**src/rtl/ram_com_rd.sv**
```systemverilog
// Layer-RAM read controller: scans addresses 0..63 across 8 layer RAMs and
// serialises each 24-bit pixel word onto 8 WS2812 lanes with shared bit timing.
module ram_com_rd #(
  parameter int T_BIT  = 438,
  parameter int T0H    = 140,
  parameter int T1H    = 280,
  parameter int T_RST  = 17500,
  parameter int RD_LAT = 2
) (
  input  logic         SCLK,
  input  logic         Rst,
  input  logic         read,
  output logic [5:0]   rdaddre,
  output logic         rd_en,
  input  logic [191:0] rd_data,
  output logic [7:0]   DOUT,
  output logic         trans,
  output logic         done
);

  typedef enum logic [1:0] {IDLE, FETCH, SEND, LATCH} state_t;

  localparam logic [15:0] BIT_LAST   = 16'(T_BIT - 1);
  localparam logic [15:0] FETCH_LAST = 16'(RD_LAT);
  localparam logic [15:0] RST_LAST   = 16'(T_RST - 1);
  localparam logic [15:0] T0H_C      = 16'(T0H);
  localparam logic [15:0] T1H_C      = 16'(T1H);

  state_t           state_q, state_d;
  logic [15:0]      cnt_q, cnt_d;
  logic [4:0]       bit_q, bit_d;
  logic [5:0]       addr_q, addr_d;
  logic [7:0][23:0] sr_q, sr_d;
  logic             rd_en_q, rd_en_d;
  logic             trans_q, trans_d;
  logic             done_q, done_d;
  logic [7:0]       dout_q, dout_d;

  always_comb begin
    // NOTE: every next-state signal gets a default first so no path infers a latch.
    state_d = state_q;
    cnt_d   = cnt_q;
    bit_d   = bit_q;
    addr_d  = addr_q;
    sr_d    = sr_q;
    rd_en_d = 1'b0;
    trans_d = trans_q;
    done_d  = 1'b0;
    dout_d  = '0;

    case (state_q)
      IDLE: begin
        // The done cycle is still IDLE, but a read there must not start a frame.
        if (read && !done_q) begin
          state_d = FETCH;
          addr_d  = '0;
          cnt_d   = '0;
          rd_en_d = 1'b1;
          trans_d = 1'b1;
        end
      end
      FETCH: begin
        if (cnt_q == FETCH_LAST) begin
          sr_d    = rd_data;
          bit_d   = 5'd23;
          cnt_d   = '0;
          state_d = SEND;
        end else begin
          cnt_d = cnt_q + 16'd1;
        end
      end
      SEND: begin
        if (cnt_q == BIT_LAST) begin
          cnt_d = '0;
          if (bit_q != 5'd0) begin
            bit_d = bit_q - 5'd1;
            for (int i = 0; i < 8; i++) sr_d[i] = {sr_q[i][22:0], 1'b0};
          end else if (addr_q == 6'd63) begin
            state_d = LATCH;
          end else begin
            addr_d  = addr_q + 6'd1;
            rd_en_d = 1'b1;
            state_d = FETCH;
          end
        end else begin
          cnt_d = cnt_q + 16'd1;
        end
      end
      LATCH: begin
        if (cnt_q == RST_LAST) begin
          cnt_d   = '0;
          state_d = IDLE;
          trans_d = 1'b0;
          done_d  = 1'b1;
        end else begin
          cnt_d = cnt_q + 16'd1;
        end
      end
      default: state_d = IDLE;
    endcase

    // Lane levels are derived from next-cycle position so DOUT can be registered.
    for (int i = 0; i < 8; i++)
      dout_d[i] = (state_d == SEND) && (cnt_d < (sr_d[i][23] ? T1H_C : T0H_C));
  end

  always_ff @(posedge SCLK or posedge Rst) begin
    if (Rst) begin
      state_q <= IDLE;
      cnt_q   <= '0;
      bit_q   <= '0;
      addr_q  <= '0;
      sr_q    <= '0;
      rd_en_q <= 1'b0;
      trans_q <= 1'b0;
      done_q  <= 1'b0;
      dout_q  <= '0;
    end else begin
      // NOTE: non-blocking assignments so every flop samples the pre-edge values.
      state_q <= state_d;
      cnt_q   <= cnt_d;
      bit_q   <= bit_d;
      addr_q  <= addr_d;
      sr_q    <= sr_d;
      rd_en_q <= rd_en_d;
      trans_q <= trans_d;
      done_q  <= done_d;
      dout_q  <= dout_d;
    end
  end

  assign rdaddre = addr_q;
  assign rd_en   = rd_en_q;
  assign DOUT    = dout_q;
  assign trans   = trans_q;
  assign done    = done_q;

endmodule

```
**config.mk**
```make
export PLATFORM = sky130hd
export DESIGN_NAME = ram_com_rd
export DESIGN_NICKNAME = d
export VERILOG_FILES = /design/src/rtl/ram_com_rd.sv
export SDC_FILE = /design/constraint.sdc
export NUM_CORES = 1
export LEC_CHECK = 0
export CAP_MARGIN = 10
export CORE_MARGIN = 5
export CORE_UTILIZATION = 50
export DETAILED_ROUTE_END_ITERATION = 10
export GPL_TIMING_DRIVEN = 0
export PLACE_DENSITY_LB_ADDON = 0.15
export SLEW_MARGIN = 20
export SYNTH_ARGS = -nofsm -noshare
export SYNTH_HDL_FRONTEND = slang
export SYNTH_SLANG_ARGS = --single-unit
```
**constraint.sdc**
```tcl
create_clock -name SCLK -period 10 [get_ports SCLK]
set_input_delay 1 -clock SCLK [delete_from_list [all_inputs] [get_ports SCLK]]
set_output_delay 1 -clock SCLK [all_outputs]
set_load 0.02 [all_outputs]
```
==> summary.txt, run 1 <==
Worst hold path
  • Cell depth of the worst hold path: 2
  • WHS Endpoint: sr_q[155]
  • Path type of the worst min-delay path: flop to flop
  • Source of the worst hold timing path: sr_q[155]

Power and ir drop
  • Pwr/cell area: ~150 nW/um2
  • Worst vdd ir: around 0.00013 V
  • Static power due to leakage: between 6 and 7 nW

Cells and area
  • Register area: roughly 5800 um2
  • Layout cell share with drive strength beyond 1: between 6 and 7%
  • FILL cells: between 1500 and 2000
  • Post-Layout Cell Count: 1863
  • Area Overhead vs Synth: 28.94%
  • Final layout net count: between 1500 and 2000
  • Combined area of the multi-input logic cells: roughly 5700 um2
  • Commonest non-fill, non-tap cell in the layout: dfrtp_1
  • Most frequent cells in the layout: 232 x dfrtp_1, 211 x clkdlybuf4s50_1, 194 x nand2_1

Clocking
  • Clock transition at the registers of the reported paths: ~60 ps
  • # hold bufs at CTS: 0
  • Number of levels in the clock H-tree: 1
  • Number of setup buffers added after CTS: 0
  • Number of gates resized after cts: 0
  • Root Driver: clkbuf_16
  • Clock latency on the worst-skew pair: 540 ps
  • Count of clock tree sinks: 232
  • Number of buffers created by CTS: 26
  • CTS Buffer Depth: 3
  • TritonCTS clock tree: done

STA
  • Final setup slack of the worst path: around 6200 ps
  • Pin slew with the least headroom to its limit: 1007 ps
  • TNS Setup: 0 ps
  • Final setup violating endpoints: 0
  • Fraction of the cycle the final worst path needs: about two fifths
  • Post-Route Skew: between 20 and 25 ps
  • Final Hold Slack: approximately 470 ps
  • Number of hold-slack violations in the final timing report: 0
  • Pins over their slew limit: 0
  • Unrepaired setup endpoints after global routing: no
  • Max Freq: between 200 and 300 MHz
  • Worst-case headroom to the max-slew limit: around 32%
  • Time the worst path needs with I/O delays and setup: around 3800 ps

Logic synthesis
  • Compound-gate portion of the synthesized area: roughly 26%
  • Post-synthesis async set-or-reset flop share: 100.0%
  • Multiplexer area fraction after synthesis: 0.1660%
  • Simple-gate portion of the synthesized area: about 18%
  • Total number of yosys warnings: 0
  • Predominant post-synthesis flop cell: dfrtp_1
  • Mapped Cells: 1283
  • Unique cell type count in the Yosys netlist: 70
  • Post-synth EDFFs: 0
  • Post-synthesis xor/xnor area fraction: about 1.0%
  • Seq cells post-synth: ~230
  • Mapped Nets: 1498
  • Syn avg cell area: 9.401 um2
  • Part of the Yosys area used for sequential elements: approximately half
  • Largest family of logic cells by synthesized area: compound AO/OA/AOI/OAI gates
  • Netlist area before placement: ~12000 um2
  • Area share of fa/ha/maj cells after synthesis: under 10%

Setup path
  • Buffers & Inverters on Critical Path: 3
  • Critical R2R Launch: cnt_q[11]
  • Kind of start point of the critical path: flop
  • Master of the slowest instance on the critical path: or4_4
  • Worst reg-to-reg setup slack: just over 6000 ps
  • Crit Path Max Fanout: 10
  • Cell family with the largest share of critical-path delay: simple AND/OR/NAND/NOR gates
  • Data required time at the worst endpoint: roughly 10000 ps
  • Cell count of the worst reg-to-reg path: 12
  • Endpoint of the most critical register-to-register path: DOUT[6]
  • Worst endpoint data arrival time: 4290 ps
  • Class of the most critical setup path: flop to flop
  • Largest stage delay, worst path: between 500 and 600 ps
  • Endpoint kind of the worst setup timing path: flop
  • Critical Path, Cell by Cell: or4_4 -> or4_1 -> buf_2 -> nor2_2 -> buf_2 -> a22oi_1 -> o21ai_0 -> inv_1 -> ha_1 -> a311oi_1 -> nor3_1 -> nor3_1

Detailed routing
  • Detail-routed via count per cell: around 6
  • Drt wl/cell: roughly 20 um
  • Vias after detailed routing: about 11000
  • Remaining antenna violation count after routing: 0
  • Met2 layer wire length in the routed design: approximately 17000 um
  • DRC: 0
  • Wirelength, routed: ~37000 um
  • Detailed route wirelength on metal3: approximately 3000 um
  • Iteration count of the initial detailed-routing pass: 6
  • Met1 WL: between 15000 and 20000 um
  • Detailed router's first-iteration violation count: around 920
  • Top routing layer used: met5

Floorplanning
  • Die X-Extent: 165.3 um
  • Placeable core area: between 20000 and 25000 um2
  • I/O pin cnt: roughly 210
  • Number of placement rows: 56
  • Die Outline Area: between 20000 and 30000 um2
  • Overall die height: roughly 170 um
  • Initial Util: 51.08%

Flow run
  • Maxcap violations: 0

Global routing
  • Number of antenna violations at the first check in global routing: 5
  • Final global-route overflow total: 0
  • Via count of the first global-routing pass: around 11000
  • Maximum number of pins on one net before global-route repair: 83
  • First-pass GRT wire length: 57790 um
  • Total global-route track usage: a little over a quarter

Place
  • Placement Setup Slack: approximately 6200 ps
  • Total placed cells including tap cells: approximately 1800
  • HPWL after detailed placement: 25910 um
  • Port buffer count: 211
  • Placer Congestion: slightly below 0.9

Outcome
  • Outcome: complete, no violations
-- worst max path at each step --
stage               slack, ps  depth (start not counted)   endpoint      start
floorplan                2640                          1    DOUT[0]        Rst
global placement         -620                          2  sr_q[158]        Rst
detailed placement       6210                         12    DOUT[6]  cnt_q[11]
CTS                      6190                         12    DOUT[6]  cnt_q[11]
global route             5950                         11    DOUT[4]  cnt_q[11]
finish                   6160                         12    DOUT[6]  cnt_q[11]
-- kinds of logic (layout without fill, tap and decap cells) --
| kind of cell | count (synthesis) | in the layout |
|---|---|---|
| muxes | 2 | 2 |
| buffers and inverters | 143 | 402 |
| AOI/OAI and AO/OA | 387 | 387 |
| DFF | 232 | 232 |
| xor gates and xnor gates | 14 | 14 |
| and+or+nand+nor | 485 | 485 |
| adders and majority gates | 20 | 20 |
| other | 0 | 2 |
-- cells in the mapped netlist, drive strengths merged (3+ instances only) --
master / n / area, um2
dfrtp: 232 / 5806
nand2: 194 / 728.2
a22o: 175 / 1533
nor2: 124 / 468.0
a22oi: 104 / 794.5
nand3: 98 / 495.5
clkbuf: 80 / 300.3
buf: 37 / 200.2
o21ai: 27 / 135.1
inv: 26 / 100.1
ha: 20 / 250.2
a21oi: 19 / 113.9
nor3: 19 / 100.1
a211oi: 13 / 102.6
a31oi: 8 / 50.05
or4: 8 / 71.32
a311oi: 7 / 61.31
and2: 7 / 43.80
xnor2: 7 / 61.31
xor2: 7 / 61.31
nand4: 6 / 37.54
o31ai: 5 / 37.54
a21o: 4 / 30.03
and3: 4 / 25.02
nand2b: 4 / 25.02
nor4: 4 / 25.02
o21a: 4 / 30.03
a2111oi: 3 / 45.05
a32o: 3 / 30.03
-- sequential cells by signal (all words and copies together) (netlist names) --
| register | flops |
|---|---|
| bit_q | 5 |
| sr_q | 192 |
| done | 1 |
| state_q | 2 |
| rd_en | 1 |
| rdaddre | 6 |
| DOUT | 8 |
| trans | 1 |
| cnt_q | 16 |
-- final cells by class --
cell class,instances,share of cell area [%]
flip-flops and latches,232,37.33
repair buffers,213,13.93
diodes,2,0.03218
clock buffers,33,4.747
inverters,26,0.6919
clock inverters,13,1.078
multi-input cells,908,36.40
well taps,319,2.566
plain buffers,117,3.218
-- worst register-to-register path: cells and delay by family (launching register included) --
family	cells	cell delay, ps
compound gates	3	620
fa+ha+maj	1	300
buf+inv	3	750
flops	1	450
simple gates	5	1640
-- power breakdown --
group	internal, W	switching (W)
clock	0.000622	0.000396
sequential	0.000953	0.0000116
combinational	0.000155	0.000176
-- stage by stage --
stage	instance area, um2	util, %	total power [W]
detailed placement	14640	62.01	0.001306
finish	15550	65.86	0.002313
global placement	14570	61.72	0.001297
CTS	15550	65.84	0.002322
global route	15550	65.85	0.002397
floorplan	12060	-	0.001169
-- metal layers --
metal	GRT usage (%)	vias to the layer above
met3	5.510	86
met5	0	-
met2	40.59	441
met1	37.04	5512
li1	-	5188
met4	9.036	8
(Power assumes the default switching activity.)
==> inputs of run 2 (changes only) <==
==> constraint.sdc (replaced) <==
create_clock -name SCLK -period 3.75 [get_ports SCLK]
set_input_delay 0.375 -clock SCLK [delete_from_list [all_inputs] [get_ports SCLK]]
set_output_delay 0.375 -clock SCLK [all_outputs]
set_load 0.02 [all_outputs]
==> run 2 against run 1 <==
Net effect:
- combinational power rose to 2.7 times the previous value
- non-clock buffer count grew 7
- register-to-register slack got worse by 6000 ps
- final cell count grew 0.54%
- count of clock-buffer cells in the layout is 2 higher
- global-route usage rose by 0.75 points
- flip-flop and latch count unchanged
- critical path depth is 2 lower
- fmax up 6.1%
- sequential power grew to 2.7 times the previous value
- worst setup slack lost 6000 ps
- largest power group unchanged
- highest routed layer unchanged
==> summary.txt, run 2 (synthesis results as in run 1) <==
STA
  • Number of hold-slack violations in the final timing report: 0
  • Final Hold Slack: between 150 and 200 ps
  • Final setup violating endpoints: 0
  • Final setup slack of the worst path: 133.0 ps
  • Post-Route Skew: just over 8 ps
  • Worst-case headroom to the max-slew limit: a little under a third
  • Pin slew with the least headroom to its limit: about 1000 ps
  • TNS Setup: 0 ps
  • Max Freq: 276.5 MHz
  • Fraction of the cycle the final worst path needs: between 90% and 100%
  • Unrepaired setup endpoints after global routing: yes
  • Pins over their slew limit: 0
  • Time the worst path needs with I/O delays and setup: 3617 ps

Detailed routing
  • Wirelength, routed: roughly 37000 um
  • Remaining antenna violation count after routing: 0
  • Vias after detailed routing: around 11000
  • Drt wl/cell: 19.96 um
  • Detailed router's first-iteration violation count: around 1200
  • Detail-routed via count per cell: about 6.0
  • Iteration count of the initial detailed-routing pass: 6
  • DRC: 0

Clocking
  • Root Driver: clkbuf_16
  • CTS Buffer Depth: 3
  • Clock transition at the registers of the reported paths: around 60 ps
  • Clock latency on the worst-skew pair: between 500 and 600 ps
  • Number of setup buffers added after CTS: 0
  • Number of buffers created by CTS: 26
  • Number of levels in the clock H-tree: 1
  • Count of clock tree sinks: approximately 230
  • TritonCTS clock tree: done

Cells and area
  • Commonest non-fill, non-tap cell in the layout: dfrtp_1
  • Max FFs per register: between 150 and 200
  • Layout cell share with drive strength beyond 1: approximately 6.9%
  • Finished Core Util: about 67%
  • Most frequent cells in the layout: 232 x dfrtp_1, 211 x clkdlybuf4s50_1, 193 x nand2_1
  • Area Overhead vs Synth: 30.31%
  • Final layout net count: approximately 1700
  • Register with the most flip-flops: sr_q

Place
  • Placement Setup Slack: -63.42 ps
  • Port buffer count: ~210
  • HPWL after detailed placement: roughly 27000 um
  • Placer Congestion: approximately 0.87

Worst hold path
  • Path type of the worst min-delay path: input pin to async pin

Global routing
  • Via count of the first global-routing pass: 11183
  • Maximum number of pins on one net before global-route repair: 33
  • Total global-route track usage: a little over a quarter
  • First-pass GRT wire length: slightly below 60000 um
  • Number of antenna violations at the first check in global routing: 7
  • Final global-route overflow total: 0

Power and ir drop
  • Static power due to leakage: 6.519 nW
  • Worst vdd ir: between 0.0002 and 0.0003 V
  • Pwr/cell area: slightly below 400 nW/um2

Outcome
  • Outcome: complete, no violations

Setup path
  • Critical Path, Cell by Cell: or4_4 -> or4_1 -> buf_2 -> a21bo_2 -> a21o_1 -> a21oi_2 -> ha_1 -> a311oi_1 -> o21ai_0 -> a211oi_1
  • Cell family with the largest share of critical-path delay: compound AO/OA/AOI/OAI gates
  • Largest stage delay, worst path: 590 ps
  • Kind of start point of the critical path: flop
  • Class of the most critical setup path: flop to flop
  • Data required time at the worst endpoint: approximately 4200 ps
  • Worst endpoint data arrival time: slightly above 4000 ps
  • Master of the slowest instance on the critical path: or4_4
  • Crit Path Max Fanout: 7
  • Endpoint kind of the worst setup timing path: flop
  • Buffers & Inverters on Critical Path: 1

Floorplanning
  • Number of placement rows: between 50 and 60
  • Overall die height: about 170 um
  • Initial Util: roughly half
  • Die X-Extent: 165.3 um
  • I/O pin cnt: ~210
  • Placeable core area: ~24000 um2
  • Die Outline Area: 27330 um2

Flow run
  • Maxcap violations: 0
run 2: cell types whose count changed in the layout (fill, tap and decap cells not counted), moves of 2 or more:
cell | before | now
bufinv_16 | 4 | 2
diode_2 | 2 | 4
a21oi_1 | 16 | 13
clkinvlp_4 | 1 | 3
a21oi_2 | 2 | 5
buf_12 | 0 | 6
buf_2 | 25 | 23
clkbuf_8 | 4 | 6
run 2: routing by layer:
layer / vias up / wire length (um) / track usage [%]
met5: - / 41 / 0
met4: 6 / 1273 / 8.999
met3: 88 / 3179 / 6.255
met2: 443 / 17280 / 42.30
met1: 5520 / 15620 / 37.35
li1: 5225 / - / -
run 2: report_power, final:
group,internal [W],total (W),switching (W)
clock,0.00153,0.00258,0.00105
sequential,0.00254,0.00257,0.0000312
combinational,0.000431,0.000908,0.000478
total,0.00450,0.00606,0.00156
run 2: layout make-up:
type / count / area [um2]
Clock buffer: 35 / 744.5
Tap cell: 319 / 399.1
Antenna cell: 4 / 10.01
Clock inverter: 12 / 126.4
Multi-Input combinational cell: 908 / 5704
Fill cell: 1939 / 7895
Inverter: 26 / 103.9
Sequential cell: 232 / 5806
Timing Repair Buffer: 220 / 2315
Buffer: 117 / 509.2
run 2: final timing paths:
check	startpoint	slack, ps	to	depth (start not counted)
max in group asynchronous	Rst	2620	sr_q[163]	5
hold / removal	Rst	190	sr_q[52]	2
min in group SCLK	rd_data[72]	390	sr_q[72]	3
setup reg to reg	cnt_q[11]	130	DOUT[1]	10
hold reg to reg	sr_q[121]	470	sr_q[121]	2
setup / recovery	cnt_q[11]	130	DOUT[1]	10
run 2: what timing repair did:
action | in CTS | in global routing
gates resized for setup | 1 | 11
setup endpoints to repair | 1 | 25
hold buffers | 0 | 0
run 2: per-stage QoR:
stage / power (W) / std cells / instance area, um2
floorplan: 0.003117 / 1283 / 12070
global placement: 0.003458 / 1813 / 14580
detailed placement: 0.003506 / 1822 / 14790
CTS: 0.006089 / 1869 / 15660
global route: 0.006299 / 1873 / 15720
finish: 0.006060 / 1873 / 15720
==> inputs of run 3 (changes only) <==
--- a/config.mk
+++ b/config.mk
@@ -7,7 +7,7 @@
 export LEC_CHECK = 0
 export CAP_MARGIN = 10
 export CORE_MARGIN = 5
-export CORE_UTILIZATION = 50
+export CORE_UTILIZATION = 25
 export DETAILED_ROUTE_END_ITERATION = 10
 export GPL_TIMING_DRIVEN = 0
 export PLACE_DENSITY_LB_ADDON = 0.15
==> run 3 against run 2 <==
Net effect:
- core utilization decreased by 32 points
- design area rose by 4.0%
- power up 8.3%
- combinational power up 3.5%
- register-to-register slack is essentially flat
- hold slack worse by 100 ps
==> summary.txt, run 3 (synthesis results as in run 1) <==
Floorplanning
  • Die Outline Area: about 53000 um2
  • Initial Util: 25.26%
  • Die X-Extent: 229.7 um
  • Number of placement rows: 80
  • I/O pin cnt: 212
  • Overall die height: roughly 230 um
  • Placeable core area: around 48000 um2

Setup path
  • Largest stage delay, worst path: ~580 ps
  • Master of the slowest instance on the critical path: or4_4
  • Critical Path, Cell by Cell: or4_4 -> or4_1 -> buf_2 -> a21bo_2 -> a21o_2 -> a21oi_4 -> ha_1 -> a311oi_1 -> o21ai_0 -> a211oi_2
  • Crit Path Max Fanout: 7
  • Class of the most critical setup path: flop to flop
  • Data required time at the worst endpoint: between 4000 and 5000 ps
  • Endpoint kind of the worst setup timing path: flop
  • Kind of start point of the critical path: flop
  • Worst endpoint data arrival time: approximately 4100 ps

Global routing
  • Total global-route track usage: between 15 and 20%
  • Final global-route overflow total: 0
  • Number of antenna violations at the first check in global routing: 22
  • Via count of the first global-routing pass: 11336
  • Maximum number of pins on one net before global-route repair: 31
  • First-pass GRT wire length: around 70000 um

Clocking
  • Count of clock tree sinks: roughly 230
  • Number of buffers created by CTS: 30
  • TritonCTS clock tree: done
  • Root Driver: clkbuf_16
  • CTS Buffer Depth: 3
  • Number of levels in the clock H-tree: 1
  • Clock transition at the registers of the reported paths: around 60 ps
  • Clock latency on the worst-skew pair: 610 ps

Outcome
  • Outcome: complete, no violations

Detailed routing
  • Vias after detailed routing: 11127
  • Detailed router's first-iteration violation count: between 800 and 900
  • Drt wl/cell: 20.72 um
  • Iteration count of the initial detailed-routing pass: 5
  • Wirelength, routed: around 45000 um
  • Detail-routed via count per cell: between 5 and 6
  • DRC: 0
  • Remaining antenna violation count after routing: 0

Cells and area
  • Register with the most flip-flops: sr_q
  • Layout cell share with drive strength beyond 1: under 10%
  • Finished Core Util: 34.23%
  • Max FFs per register: about 190
  • Commonest non-fill, non-tap cell in the layout: dfrtp_1
  • Area Overhead vs Synth: 35.50%
  • Final layout net count: 1756
  • Most frequent cells in the layout: 228 x dfrtp_1, 211 x clkdlybuf4s50_1, 193 x nand2_1

STA
  • Unrepaired setup endpoints after global routing: no
  • Time the worst path needs with I/O delays and setup: 3603 ps
  • Pin slew with the least headroom to its limit: 1035 ps
  • Fraction of the cycle the final worst path needs: a little over nine tenths
  • Number of hold-slack violations in the final timing report: 0
  • Final setup violating endpoints: 0
  • Max Freq: between 200 and 300 MHz
  • Post-Route Skew: between 50 and 60 ps
  • Worst-case headroom to the max-slew limit: 30.60%
  • Final Hold Slack: 84.66 ps
  • Pins over their slew limit: 0

Worst hold path
  • Path type of the worst min-delay path: input pin to async pin

Place
  • Port buffer count: 211
  • HPWL after detailed placement: 32610 um
  • Placer Congestion: 0.7991

Power and ir drop
  • Static power due to leakage: approximately 6.6 nW
  • Worst vdd ir: around 0.00036 V
  • Pwr/cell area: about 400 nW/um2

Flow run
  • Maxcap violations: 0
## run 3: cell count changes in the layout (fill, tap and decap cells not counted), moves of 4 or more
cell | before | now
buf_4 | 0 | 6
clkbuf_2 | 0 | 6
clkbuf_16 | 26 | 30
dfrtp_1 | 232 | 228
dfrtp_2 | 0 | 4
diode_2 | 4 | 8
## run 3: path summary, 6_finish.rpt
path / end / slack, ps / start / cells after the start
hold / removal: sr_q[91] / 80 / Rst / 2
max in group asynchronous: sr_q[173] / 2650 / Rst / 6
setup / recovery: DOUT[5] / 150 / cnt_q[11] / 10
min in group SCLK: sr_q[96] / 320 / rd_data[96] / 3
hold reg to reg: sr_q[64] / 470 / sr_q[64] / 2
setup reg to reg: DOUT[5] / 150 / cnt_q[11] / 10
## run 3: cell type report
type / count / area (um2)
flip-flops and latches: 232 / 5811
clock buffers: 42 / 865.8
plain buffers: 117 / 524.3
inverters: 26 / 103.9
diodes: 8 / 20.02
repair buffers: 226 / 2337
multi-input cells: 908 / 5738
well taps: 615 / 769.5
clock inverters: 14 / 173.9
fillers: 4913 / 31400
## run 3: repair_timing
| action | CTS | global route |
|---|---|---|
| hold buffers | 0 | 0 |
| buffers inserted | 0 | 6 |
| setup endpoints to repair | 34 | 115 |
| pin swaps | 0 | 3 |
| resized for setup | 6 | 32 |
## run 3: where the power goes
part / internal, W / switching (W) / total, W
Sequential: 0.00254 / 0.0000322 / 0.00257
Combinational: 0.000440 / 0.000500 / 0.000940
Clock: 0.00182 / 0.00123 / 0.00305
## run 3: per-layer routing
metal | vias up | global-route usage (%) | wire, um
li1 | 5237 | - | -
met3 | 85 | 4.762 | 2865
met5 | - | 0 | 170
met2 | 280 | 26.52 | 20940
met1 | 5497 | 22.48 | 20300
met4 | 28 | 3.928 | 1060
## run 3: through the flow
stage | worst slack, ps | TNS (ps) | cells | area [um2] | power [W]
after floorplan | 339.1 | 0 | 1283 | 12070 | 0.003117
after global placement | -2004 | -486420 | 2109 | 14950 | 0.003498
after detailed placement | -220.5 | -5401 | 2118 | 15130 | 0.003533
after CTS | -52.92 | -54.35 | 2174 | 16200 | 0.006636
after global routing | 1.646 | 0 | 2183 | 16330 | 0.006849
final | 147.2 | 0 | 2188 | 16340 | 0.006562
## run 3: worst max-delay path, delay by kind of cell (launching register included)
kind                     cells  cell delay (ps)
AO/OA/AOI/OAI                6             1420
adder cells (fa/ha/maj)      1              270
buffers and inverters        1              210
flip-flops                   1              450
AND/OR/NAND/NOR              2             1140
